$ cat config.mk
export PLATFORM = sky130hd
export DESIGN_NAME = fetch_unit_flat
export DESIGN_NICKNAME = d
export VERILOG_FILES = /design/src/rtl/riscv_pkg.sv /design/src/rtl/fetch_unit_if.sv /design/src/rtl/fetch_unit.sv /design/src/flat_wrapper.sv
export SDC_FILE = /design/constraint.sdc
export NUM_CORES = 1
export LEC_CHECK = 0
export CORE_ASPECT_RATIO = 1.1
export CORE_UTILIZATION = 55
export DETAILED_ROUTE_END_ITERATION = 10
export DONT_BUFFER_PORTS = 1
export GPL_ROUTABILITY_DRIVEN = 0
export PLACE_DENSITY = 0.67
export SLEW_MARGIN = 15
export SYNTH_ARGS = -nofsm -noshare
export SYNTH_HDL_FRONTEND = slang
export SYNTH_SLANG_ARGS = --single-unit
$ cat constraint.sdc
create_clock -name clk -period 3.75 [get_ports clk]
set_input_delay 0.75 -clock clk [delete_from_list [all_inputs] [get_ports clk]]
set_output_delay 0.75 -clock clk [all_outputs]
set_load 0.02 [all_outputs]
$ cat src/rtl/riscv_pkg.sv
`default_nettype none
// +--------------------------------------------------------------------+
// | riscv_pkg : shared constants and fetch-stage state encoding        |
// | Revision  : 1.0                                                    |
// +--------------------------------------------------------------------+
package riscv_pkg;

  // addi x0,x0,0
  localparam logic [31:0] NOP_WORD = 32'h0000_0013;

  typedef enum logic [1:0] {
    FETCH = 2'd0,
    WAIT  = 2'd1,
    VALID = 2'd2
  } fetch_state_t;

endpackage
`default_nettype wire

$ cat src/rtl/fetch_unit_if.sv
`default_nettype none
// +--------------------------------------------------------------------+
// | fetch_unit_if : instruction-memory request/response bus            |
// | Revision      : 1.0                                                |
// +--------------------------------------------------------------------+
interface fetch_unit_if;
  logic        imem_req;
  logic [31:0] imem_addr;
  logic        imem_ready;
  logic        imem_rvalid;
  logic [31:0] imem_rdata;

  modport master (
    output imem_req, imem_addr,
    input  imem_ready, imem_rvalid, imem_rdata
  );

  modport slave (
    input  imem_req, imem_addr,
    output imem_ready, imem_rvalid, imem_rdata
  );
endinterface
`default_nettype wire

$ cat src/rtl/fetch_unit.sv
`default_nettype none
// +--------------------------------------------------------------------+
// | fetch_unit : IF stage - PC, single-outstanding imem fetch, IF/ID   |
// | Revision   : 1.0                                                   |
// +--------------------------------------------------------------------+
module fetch_unit
  import riscv_pkg::*;
#(
  parameter logic [31:0] RESET_PC  = 32'h0000_0000,
  parameter logic [31:0] NOP_INSTR = NOP_WORD
) (
  input  wire logic        clk,
  input  wire logic        rst,
  input  wire logic        PCWrite,
  input  wire logic        redirect_valid,
  input  wire logic [31:0] redirect_pc,
  fetch_unit_if.master     imem,
  output logic [31:0]      if_pc,
  output logic [31:0]      if_pc_plus_4,
  output logic [31:0]      if_instruction,
  output logic             if_valid
);

  fetch_state_t state, state_n;
  logic [31:0]  pc, pc_n, pc_inc;
  logic [31:0]  word_n;
  logic         drop, drop_n;
  logic         valid_n;
  logic         consume;
  logic         accepted;
  logic         unused_redirect_lsbs;

  assign unused_redirect_lsbs = ^redirect_pc[1:0];

  assign pc_inc   = pc + 32'd4;
  assign consume  = (state == VALID) && PCWrite;
  // A redirect always suppresses the request so the stale address never reaches memory.
  assign imem.imem_req  = !rst && !redirect_valid && ((state == FETCH) || consume);
  assign imem.imem_addr = (state == VALID) ? pc_inc : pc;
  assign accepted = imem.imem_req && imem.imem_ready;

  always_comb begin
    state_n = state;
    pc_n    = pc;
    drop_n  = drop;
    valid_n = if_valid;
    word_n  = if_instruction;
    if (redirect_valid) begin
      pc_n    = {redirect_pc[31:2], 2'b00};
      valid_n = 1'b0;
      word_n  = NOP_INSTR;
      // The in-flight response still has to be absorbed before refetching.
      if ((state == WAIT) && !imem.imem_rvalid) begin
        state_n = WAIT;
        drop_n  = 1'b1;
      end else begin
        state_n = FETCH;
        drop_n  = 1'b0;
      end
    end else begin
      case (state)
        FETCH: if (accepted) state_n = WAIT;
        WAIT: begin
          if (imem.imem_rvalid) begin
            if (drop) begin
              drop_n  = 1'b0;
              state_n = FETCH;
            end else begin
              word_n  = imem.imem_rdata;
              valid_n = 1'b1;
              state_n = VALID;
            end
          end
        end
        VALID: begin
          if (PCWrite) begin
            pc_n    = pc_inc;
            valid_n = 1'b0;
            word_n  = NOP_INSTR;
            state_n = accepted ? WAIT : FETCH;
          end
        end
        default: state_n = FETCH;
      endcase
    end
  end

  always_ff @(posedge clk or posedge rst) begin
    if (rst) begin
      state          <= FETCH;
      pc             <= RESET_PC;
      drop           <= 1'b0;
      if_valid       <= 1'b0;
      if_instruction <= NOP_INSTR;
      if_pc_plus_4   <= RESET_PC + 32'd4;
    end else begin
      state          <= state_n;
      pc             <= pc_n;
      drop           <= drop_n;
      if_valid       <= valid_n;
      if_instruction <= word_n;
      if_pc_plus_4   <= pc_n + 32'd4;
    end
  end

  // The held word is always the one at pc, so the pc register doubles as if_pc.
  assign if_pc = pc;

endmodule
`default_nettype wire
$ cat src/flat_wrapper.sv
// flat-port wrapper written by rule: the top's interface ports become plain ports
module fetch_unit_flat import riscv_pkg::*;
#(
  parameter logic [31:0] RESET_PC  = 32'h0000_0000,
  parameter logic [31:0] NOP_INSTR = NOP_WORD
)
  (clk, rst, PCWrite, redirect_valid, redirect_pc, if_pc, if_pc_plus_4, if_instruction, if_valid, imem_imem_req, imem_imem_addr, imem_imem_ready, imem_imem_rvalid, imem_imem_rdata);
  fetch_unit_if imem_i ();
  input  wire logic clk;
  input  wire logic rst;
  input  wire logic PCWrite;
  input  wire logic redirect_valid;
  input  wire logic [31:0] redirect_pc;
  output logic [31:0] if_pc;
  output logic [31:0] if_pc_plus_4;
  output logic [31:0] if_instruction;
  output logic if_valid;
  output wire logic [$bits(imem_i.imem_req)-1:0] imem_imem_req;
  output wire logic [$bits(imem_i.imem_addr)-1:0] imem_imem_addr;
  input wire logic [$bits(imem_i.imem_ready)-1:0] imem_imem_ready;
  input wire logic [$bits(imem_i.imem_rvalid)-1:0] imem_imem_rvalid;
  input wire logic [$bits(imem_i.imem_rdata)-1:0] imem_imem_rdata;
  assign imem_imem_req = imem_i.imem_req;
  assign imem_imem_addr = imem_i.imem_addr;
  assign imem_i.imem_ready = imem_imem_ready;
  assign imem_i.imem_rvalid = imem_imem_rvalid;
  assign imem_i.imem_rdata = imem_imem_rdata;
  fetch_unit #(.RESET_PC(RESET_PC), .NOP_INSTR(NOP_INSTR)) u_core (.clk(clk), .rst(rst), .PCWrite(PCWrite), .redirect_valid(redirect_valid), .redirect_pc(redirect_pc), .imem(imem_i), .if_pc(if_pc), .if_pc_plus_4(if_pc_plus_4), .if_instruction(if_instruction), .if_valid(if_valid));
endmodule
Word-level counts from Yosys, hierarchy flattened --
Index checks and enable logic that the tools add are counted.
Word-level totals: flip-flop bits (word level) 100, bits of input ports 70, output and inout port bits 130, word-level logic and storage cells 56
Cells by class: add/subtract/negate cells 2, equal/unequal tests 6, multiplexer cells 26, reductions and logical operators 16
Operator list (number):
- two-way mux 32 bit | 8
- adder 32 x 3 -> 32 bit (second input constant) | 2
- case mux 32 bit (2 select lines) | 1
- two-way mux 1 bit | 10
- two-way mux 2 bit | 5
- != test 3 bit (second input constant) | 3
- case mux 2 bit (3 select lines) | 1
- logical AND 1 bit | 5
- AND reduction 4 bit | 1
- nonzero test 2 bit | 2
- logical NOT 1 bit | 3
- != test 3 x 2 -> 1 bit (second input constant) | 1
- AND reduction 3 bit | 1
- nonzero test 3 bit | 1
- == test 2 x 1 -> 1 bit (second input constant) | 1
- == test 2 bit (second input constant) | 1
- logical NOT 2 bit | 1
- case mux 1 bit (2 select lines) | 1
- AND reduction 2 bit | 1
- logical OR 1 bit | 1

Longest topological paths before layout --
Gate-level depths: netlist (run 1).
word-level depth 9, gate-level depth with buffers 13, gate-level depth less buffers 10

Worst setup path before layout (run 1) --
OpenSTA, ideal clock, no wires.
path type input to output, from in redirect_valid, to out imem_imem_req, data arrival time 2.580 ns, data required time 3.000 ns, slack 0.420 ns, stages 5, buffers on the path 4, path through clkbuf_1 > buf_6 > clkbuf_1 > buf_6 > a2111oi_0
On the way: longest elaborated chain between the ends 3
Ends and longest elaborated chain:
- start: declaration | line flat_wrapper.sv:12 | input wire logic redirect_valid;
- logical NOT 1 bit | line fetch_unit.sv:38 | assign imem.imem_req = !rst && !redirect_valid && ((state == FETCH) || consume);
- logical AND 1 bit (2 in series) | line fetch_unit.sv:38
- end: declaration | line flat_wrapper.sv:18 | output wire logic [$bits(imem_i.imem_req)-1:0] imem_imem_req;
Every way passes these cells.

Worst setup path in the final report (run 1) --
from reg u_core.pc[5] (netlist: u_core.if_pc[5]), to out imem_imem_addr[20]
On the way: longest elaborated chain between the ends 2
Ends and longest elaborated chain:
- start: declaration | line fetch_unit.sv:25 | logic [31:0] pc, pc_n, pc_inc;
- start signal: assignment | line fetch_unit.sv:98 | pc <= pc_n;
- adder 32 x 3 -> 32 bit | line fetch_unit.sv:35 | assign pc_inc = pc + 32'd4;
- two-way mux 32 bit | line fetch_unit.sv:39 | assign imem.imem_addr = (state == VALID) ? pc_inc : pc;
- end: declaration | line flat_wrapper.sv:19 | output wire logic [$bits(imem_i.imem_addr)-1:0] imem_imem_addr;
Every way passes these cells.

==> flow_summary.toml, run 1 <==
[pwr]
power_density_mw_per_mm2 = 441
peakVddDrop_mv = 0.229
p_leak_nw = 2.43

[logic_synthesis]
netlist_instances = 515
syn_area_mm2 = 0.00520
synth_flop_cell = "dfrtp_1"
synth_cell_type_count = 61
synthTopCellsByArea = "dfrtp_1 44%, xnor2_1 7.6%, a22o_1 5.1%, xor2_1 4.0%, nand2_1 3.6%"
synth_top_area_share_pct = 44.3
synth-async-reset-ratio_pct = 100
synth_edf_count = 0
synth-seq-cells = 96
syn_avg_cell_area_um2 = 10.1
ys_seq_area_share_pct = 46.3
yosysWarningCount = 0
yosysTopAreaCell = "dfrtp_1"

[timing]
drv_slew = 0
fin_crit_ps = 3460
worst_slew_pin_slew_ps = 947
hold_slack_ps = 459
rsz0062_at_grt = "no"
final-hold-violation-count = 0
maxSlewHeadroom_pct = 36.3
finClkSkew_ps = 11.2
fmax_ghz = 0.289
layout_worst_path_cycle_share_pct = 92.2
setup_viol = 0
setup_tns_ps = 0

[die]
dieArea_mm2 = 0.00985
io_pins = 200
start_util_pct = 57.7
fp.dieH_um = 104
num_rows = 36
die_x_um = 94.7
core_area_mm2 = 0.00901

[cells_and_area]
nFillCells = 773
syn_to_final_growth_pct = 7.20
fin_nets = 596
diodes = 0
drive_gt1_share_pct = 13.6

[worst_setup_path]
critPathCapture = "imem_imem_addr[20]"
reg2reg_to = "u_core.if_pc_plus_4[30]"
start_kind = "flop"
crit_path_end_kind = "primary output"
arrival_ps = 2710
worstPathCellList = "nand3_1 > nor2_1 > nand3_1 > or3_1 > nor2_1 > xor2_1"
required_ps = 3000
crit_cells = 6
r2r_cells = 8
path_class = "flop to primary output"
crit_path_start = "u_core.if_pc[5]"
cp_top_family = "simple AND/OR/NAND/NOR gates"
rrSetupSlack_ps = 450
worstPathMaxFanout = 10
cpPeakStageDelay_ps = 670
rr_startpoint = "u_core.if_pc[4]"
cp_num_buf_inv = 0
slowest_stage = "dfrtp_1"

[clock_network]
cts_tree = "done"
cts_resized = 0
cts_setup_buffers = 0
htree_levels = 3
clk_pin_slew_worst_paths_ps = 100
clockBufferDepth = 2
cts_buffers = 9
ctsHoldBuffers = 0
cts_root_buffer = "clkbuf_8"
clkLatencyLatePin_ps = 360
cts_sinks = 96

[detailed_routing]
wire_per_inst_um = 20.1
via_per_inst = 6.19
vias = 3981
drtPass1Iterations = 5
wl_um = 12900
drtIter0Drc = 226
drc_errors = 0
antenna_left = 0

[placed_design]
hpwl_um = 9610
portBuffers = 0

[outcome]
status = "finished clean"

[global_routing]
grt.total_usage_pct = 27.4
grt_pass1_vias = 4091
grt_max_degree = 77
grt_pass1_wl_um = 20700
grt_overflow = 0
antenna_found_initial = 0

[min_path]
hp-class = "input port to asynchronous set/reset pin"

[job]
cap_violations = 0
## registers in the layout, summed over array words and instances (netlist names)
signal                 cells
u_core.state               2
u_core.if_pc_plus_4       30
u_core.if_pc              30
u_core.if_valid            1
u_core.if_instruction     32
u_core.drop                1
## worst min-delay path by stage
| stage | from | endpoint | cells after the start |
|---|---|---|---|
| global route | imem_imem_rvalid | u_core.drop | 1 |
| finish | rst | u_core.if_valid | 1 |
| detailed placement | u_core.if_instruction[4] | u_core.if_instruction[4] | 2 |
| CTS | redirect_valid | u_core.state[1] | 1 |
| floorplan | u_core.if_instruction[0] | u_core.if_instruction[0] | 2 |
| global placement | u_core.if_instruction[1] | u_core.if_instruction[1] | 2 |
## layer usage
layer | share of wire (%) | global-route usage, % | wire (um) | up-vias
li1 | - | - | - | 1819
met1 | 39 | 32.2 | 4990 | 1922
met2 | 49 | 45.5 | 6350 | 215
met3 | 9.0 | 8.11 | 1170 | 25
met4 | 3.1 | 12.6 | 401 | 0
met5 | 0 | 0 | 0 | -
## worst reg2reg max path, stage by stage (launching register included)
cell,delay [ps]
dfrtp_1,650
nand3_1,390
nor2_1,410
a221o_1,370
nand2_1,130
nor4_2,560
nand2_1,240
nor4_1,320
xnor2_1,160
## cells in the mapped netlist, drive strengths merged (2+ instances only)
library cell and number:
and3b 2, inv 27, buf 17, a31oi 5
or4 5, and3 8, a211oi 4, mux2i 3
nand4 17, nand3 19, o21ai 10, dfrtp 92
ha 2, mux2 3, nand2b 9, and4 6
xor2 24, and2 3, xnor2 45, nand2 50
dfstp 4, nor2 32, or3 7, o211ai 3
nor4 15, o31ai 9, a22o 30, o21a 2
nor3 10, or2b 3, nor2b 4, nand4b 2
a21oi 11, a21o 3, clkbuf 16
## layout make-up
| type | instances | area (um^2) | share of cell area [%] |
|---|---|---|---|
| clock inverters | 5 | 56.3 | 1.01 |
| multi-input cells | 364 | 2530 | 45.3 |
| clock buffers | 11 | 141 | 2.54 |
| inverters | 27 | 104 | 1.86 |
| flip-flops and latches | 96 | 2410 | 43.2 |
| well taps | 114 | 143 | 2.56 |
| repair buffers | 26 | 195 | 3.50 |
## logic make-up after synthesis
kind of cell    Yosys count  share of synthesized area, %
fa+ha+maj                 2                         0.481
buf+inv                  60                          5.92
compound gates           85                          12.5
simple gates            196                          21.8
flops                    96                          46.3
other cells               1                        0.0721
xor+xnor                 69                          11.6
mux                       6                          1.23
## placed cells by master (no fill, tap or decap), types with 8 or more instances in the layout
cell      netlist  layout
inv_1          27      26
buf_4          10      26
a21oi_1        11      11
xor2_1         24      24
nand2_1        50      50
nor3_1         10       8
nor2_1         32      32
clkbuf_8        0      10
o31ai_1         9       9
a22o_1         30      30
nand4_1        13      13
nand2b_1        9       9
dfrtp_1        92      92
nor4_1         10      10
nand3_1        19      19
o21ai_0        10      10
xnor2_1        45      45
## metrics by stage
stage	std cells	total power (W)	setup WS [ps]	utilization (%)	area, um^2
after floorplan	520	0.00170	420	-	5220
after global placement	627	0.00178	527	59.6	5370
after detailed placement	627	0.00179	451	59.6	5370
after CTS	643	0.00247	133	61.8	5570
after global routing	643	0.00257	145	61.9	5570
final	643	0.00246	292	61.9	5570
## report_power, final
group | internal, W | switching (W) | total (W) | leakage, nW
Combinational | 0.000153 | 0.000267 | 0.000420 | 1.17
Clock | 0.000327 | 0.000357 | 0.000685 | 0.0997
Sequential | 0.00113 | 0.000220 | 0.00135 | 1.16
Total | 0.00161 | 0.000845 | 0.00246 | 2.43
Note: power is estimated with default switching activity, not from simulation.
==> run 2, diff against run 1 <==
--- a/config.mk
+++ b/config.mk
@@ -7,6 +7,7 @@
 export LEC_CHECK = 0
 export CORE_ASPECT_RATIO = 1.1
 export CORE_UTILIZATION = 55
+export CTS_BUF_LIST = sky130_fd_sc_hd__clkbuf_8
 export DETAILED_ROUTE_END_ITERATION = 10
 export DONT_BUFFER_PORTS = 1
 export GPL_ROUTABILITY_DRIVEN = 0
==> run 2 against run 1 <==
Sequential power about the same. Clock power about the same. Register-to-register slack about the same. Die area unchanged. Clock skew unchanged. First-iteration DRC count unchanged. Routed wire length unchanged. Non-clock buffer count unchanged. Cell count unchanged. Utilization unchanged. Hold slack about the same. Via count about the same. Highest routed layer unchanged.
==> flow_summary.toml, run 2 (same netlist as run 1, synthesis figures left out) <==
[worst_setup_path]
worstPathMaxFanout = 10
path_class = "flop to primary output"
cp_top_family = "simple AND/OR/NAND/NOR gates"
worstPathCellList = "nand3_1 > nor2_1 > nand3_1 > or3_1 > nor2_1 > xor2_1"
cp_num_buf_inv = 0
start_kind = "flop"
required_ps = 3000
arrival_ps = 2710
cpPeakStageDelay_ps = 670
crit_path_end_kind = "primary output"
slowest_stage = "dfrtp_1"

[detailed_routing]
drc_errors = 0
drtPass1Iterations = 5
wire_per_inst_um = 20.1
vias = 3978
wl_um = 12900
via_per_inst = 6.19
antenna_left = 0
drtIter0Drc = 226

[timing]
drv_slew = 0
rsz0062_at_grt = "no"
worst_slew_pin_slew_ps = 947
finClkSkew_ps = 11.2
final-hold-violation-count = 0
maxSlewHeadroom_pct = 36.3
setup_tns_ps = 0
fmax_ghz = 0.289
layout_worst_path_cycle_share_pct = 92.2
fin_crit_ps = 3460
setup_viol = 0

[clock_network]
htree_levels = 3
cts_buffers = 9
ctsHoldBuffers = 0
clockBufferDepth = 2
cts_tree = "done"
cts_sinks = 96
clkLatencyLatePin_ps = 360
clk_pin_slew_worst_paths_ps = 100
cts_root_buffer = "clkbuf_8"

[die]
start_util_pct = 57.7
io_pins = 200
num_rows = 36
dieArea_mm2 = 0.00985
die_x_um = 94.7
core_area_mm2 = 0.00901
fp.dieH_um = 104

[placed_design]
placedInstanceArea_mm2 = 0.00537
hpwl_um = 9610
portBuffers = 0

[global_routing]
antenna_found_initial = 0
grt_overflow = 0
grt_pass1_wl_um = 20700
grt.total_usage_pct = 27.4
grt_pass1_vias = 4091
grt_max_degree = 77

[cells_and_area]
nFillCells = 773
mostFrequentLayoutCells = "92 x dfrtp_1, 50 x nand2_1, 45 x xnor2_1"
diodes = 0
largest_reg_flops = 32
largest-register = "u_core.if_instruction"
final_common_cell = "dfrtp_1"
fin_nets = 596
multiInputGateArea_mm2 = 0.00253
stdcell_area_mm2 = 0.00557
syn_to_final_growth_pct = 7.20
regArea_mm2 = 0.00241
drive_gt1_share_pct = 13.6

[pwr]
power_density_mw_per_mm2 = 440
p_leak_nw = 2.44
peakVddDrop_mv = 0.229

[outcome]
status = "finished clean"

[min_path]
hp-class = "input port to asynchronous set/reset pin"

[job]
cap_violations = 0
[run 2: metrics by stage]
step                      setup WS (ps)  hold WS (ps)  total power, W  util [%]  cells
after detailed placement            451           507         0.00179      59.6    627
final                               292           459         0.00245      61.9    643
after floorplan                     420           492         0.00170         -    520
after global placement              527           499         0.00178      59.6    627
after CTS                           133           444         0.00247      61.8    643
after global routing                145           460         0.00257      61.9    643
[run 2: path summary, 6_finish.rpt]
path / startpoint / end / slack [ps] / cells after the start
worst max register to register: u_core.if_pc[4] / u_core.if_pc_plus_4[30] / 450 / 8
worst max-delay path: u_core.if_pc[5] / imem_imem_addr[20] / 290 / 6
worst min register to register: u_core.if_instruction[0] / u_core.if_instruction[0] / 520 / 2
min in group clk: imem_imem_rvalid / u_core.drop / 470 / 1
max in group asynchronous: rst / u_core.if_pc[21] / 2580 / 2
worst min-delay path: rst / u_core.if_valid / 460 / 1
[run 2: report_power, final]
group / internal (W) / total, W / switching (W)
Sequential: 0.00113 / 0.00135 / 0.000220
Combinational: 0.000153 / 0.000420 / 0.000267
Clock: 0.000325 / 0.000682 / 0.000358
[run 2: final cells by class]
type	instances	share of cell area (%)
Clock inverter	6	1.08
Sequential cell	96	43.2
Timing Repair Buffer	26	3.50
Inverter	27	1.86
Tap cell	114	2.56
Clock buffer	10	2.47
Multi-Input combinational cell	364	45.3
[run 2: routing by layer]
layer	vias to the layer above	global-route usage, %	wire [um]
li1	1819	-	-
met1	1919	32.2	4990
met2	215	45.5	6350
met3	25	8.11	1170
met4	0	12.6	401
met5	-	0	0
[run 2: repair_timing]
| action | 4_1_cts | 5_1_grt |
|---|---|---|
| setup buffers | 0 | 0 |
| endpoints found under the setup margin | 0 | 2 |
| resized for setup | 0 | 1 |
[run 2: worst register-to-register path: cells and delay by family, from the launching register on]
| kind | cells | cell delay (ps) |
|---|---|---|
| AO/OA/AOI/OAI | 1 | 370 |
| flip-flops | 1 | 650 |
| XOR/XNOR | 1 | 160 |
| AND/OR/NAND/NOR | 6 | 2050 |
==> run 3, diff against run 2 <==
==> constraint.sdc (replaced) <==
create_clock -name clk -period 3.75 [get_ports clk]
set_input_delay 0.1875 -clock clk [delete_from_list [all_inputs] [get_ports clk]]
set_output_delay 0.1875 -clock clk [all_outputs]
set_load 0.02 [all_outputs]
==> run 3 against run 2 <==
Clock skew hardly changed. Sequential power hardly changed. Power is 1.1% lower. Count of clock-buffer cells in the layout stayed put. Largest power group unchanged.
==> flow_summary.toml, run 3 (same netlist as run 1, synthesis figures left out) <==
[outcome]
status = "finished clean"

[detailed_routing]
dr_wl_met3_um = 1230
drc_errors = 0
wl_um = 13700
antenna_left = 0
highest_layer = "met4"
wire_per_inst_um = 20.5
vias = 4122
via_per_inst = 6.14
dr_wl_met2_um = 6990
drtIter0Drc = 246
drtPass1Iterations = 5
wl_met1_um = 5180

[worst_setup_path]
worstPathMaxFanout = 7
arrival_ps = 3640
rr_startpoint = "u_core.if_pc[4]"
rrSetupSlack_ps = 400
crit_path_start = "u_core.if_pc[4]"
crit_path_end_kind = "flop"
required_ps = 4040
path_class = "flop to flop"
start_kind = "flop"

[pwr]
power_density_mw_per_mm2 = 414
peakVddDrop_mv = 0.273
pwr-share-clk_pct = 25.9
internal-power_w = 0.00156
seq_power_share_pct = 56.1
p_comb_share_pct = 18.0
netSwitchingPower_w = 0.000864
switching_share_pct = 35.6
p_leak_nw = 2.54

[placed_design]
hpwl_um = 9500
placedInstanceArea_mm2 = 0.00529
portBuffers = 0

[clock_network]
cts_root_buffer = "clkbuf_8"
clkLatencyLatePin_ps = 370
clockBufferDepth = 2
cts_tree = "done"
clk_pin_slew_worst_paths_ps = 100
htree_levels = 3
cts_sinks = 96
cts_buffers = 9
cts_setup_buffers = 0

[cells_and_area]
mostFrequentLayoutCells = "92 x dfrtp_1, 50 x nand2_1, 45 x xnor2_1"
syn_to_final_growth_pct = 12.7
diodes = 0
drive_gt1_share_pct = 11.0
stdcell_area_mm2 = 0.00586
final_common_cell = "dfrtp_1"
largest-register = "u_core.if_instruction"
fin_nets = 624
largest_reg_flops = 32

[timing]
maxSlewHeadroom_pct = 38.9
fmax_ghz = 0.299
setup_tns_ps = 0
rsz0062_at_grt = "no"
setup_viol = 0
worst_slew_pin_slew_ps = 909
finClkSkew_ps = 10.8
fin_crit_ps = 3350
final-hold-violation-count = 0
layout_worst_path_cycle_share_pct = 89.3
drv_slew = 0

[die]
start_util_pct = 57.7
io_pins = 200
dieArea_mm2 = 0.00985
die_x_um = 94.7
num_rows = 36
fp.dieH_um = 104
core_area_mm2 = 0.00901

[global_routing]
antenna_found_initial = 0
grt_pass1_wl_um = 21600
grt_pass1_vias = 4135
grt_overflow = 0
grt_max_degree = 61
grt.total_usage_pct = 28.9

[min_path]
hp-class = "input port to flop"
min_from = "redirect_pc[8]"

[job]
cap_violations = 0
## run 3: cell types whose count changed in the layout (fill, tap and decap cells not counted)
cell,before,now
clkinv_4,0,1
inv_1,27,26
clkinv_2,2,3
inv_6,1,2
nor3_1,8,9
dlygate4sd3_1,0,39
clkinvlp_4,1,0
buf_4,26,15
bufinv_16,1,0
nor3_2,2,1
## run 3: power groups by stage
stage | clock (W) | combinational, W | sequential, W
2_1_floorplan | 0 | 0.000355 | 0.00134
3_3_place_gp | 0 | 0.000389 | 0.00138
3_5_place_dp | 0 | 0.000400 | 0.00138
4_1_cts | 0.000644 | 0.000433 | 0.00136
5_1_grt | 0.000694 | 0.000479 | 0.00138
6_report | 0.000629 | 0.000436 | 0.00136
## run 3: timing repair
item | CTS | global route
hold buffers | 39 | 0
hold endpoints to repair | 94 | 0
resized for setup | 0 | 0
## run 3: area by class of cell
cell class / instances / area, um^2
inverter: 27 / 104
clock buffer: 10 / 138
sequential: 96 / 2410
clock inverter: 6 / 41.3
multi-input combinational: 364 / 2520
timing repair buffer: 54 / 503
tap: 114 / 143
fill: 727 / 3150
## run 3: stage by stage
stage / instances / total power (W) / hold WS (ps) / worst slack, ps / util (%)
2_1_floorplan: 520 / 0.00170 / 274 / 676 / -
6_report: 671 / 0.00243 / 24.7 / 401 / 65.0
3_5_place_dp: 616 / 0.00178 / 245 / 488 / 58.7
3_3_place_gp: 616 / 0.00177 / 234 / 577 / 58.7
5_1_grt: 671 / 0.00255 / 16.1 / 176 / 65.0
4_1_cts: 671 / 0.00244 / 5.46 / 457 / 65.0
## run 3: routing by layer
metal / vias to the layer above / track usage [%]
met5: - / 0
met2: 201 / 49.1
met4: 0 / 11.5
met1: 2023 / 33.8
li1: 1875 / -
met3: 23 / 8.33
## run 3: worst paths after layout
path	to	depth (start not counted)
worst max-delay path	u_core.if_pc_plus_4[30]	8
worst min-delay path	u_core.if_pc[8]	2
worst max register to register	u_core.if_pc_plus_4[30]	8
worst min register to register	u_core.if_instruction[4]	2
max in group asynchronous	u_core.if_instruction[1]	3
min in group asynchronous	u_core.state[0]	2
## run 3: worst max-delay path, cell delays in order, from the launching register on
cell and delay (ps):
dfrtp_1 650, nand3_1 390, nor2_1 420, a221o_1 360, nand2_1 130, nor4_2 600
nand2_1 250, nor4_1 310, xnor2_1 160
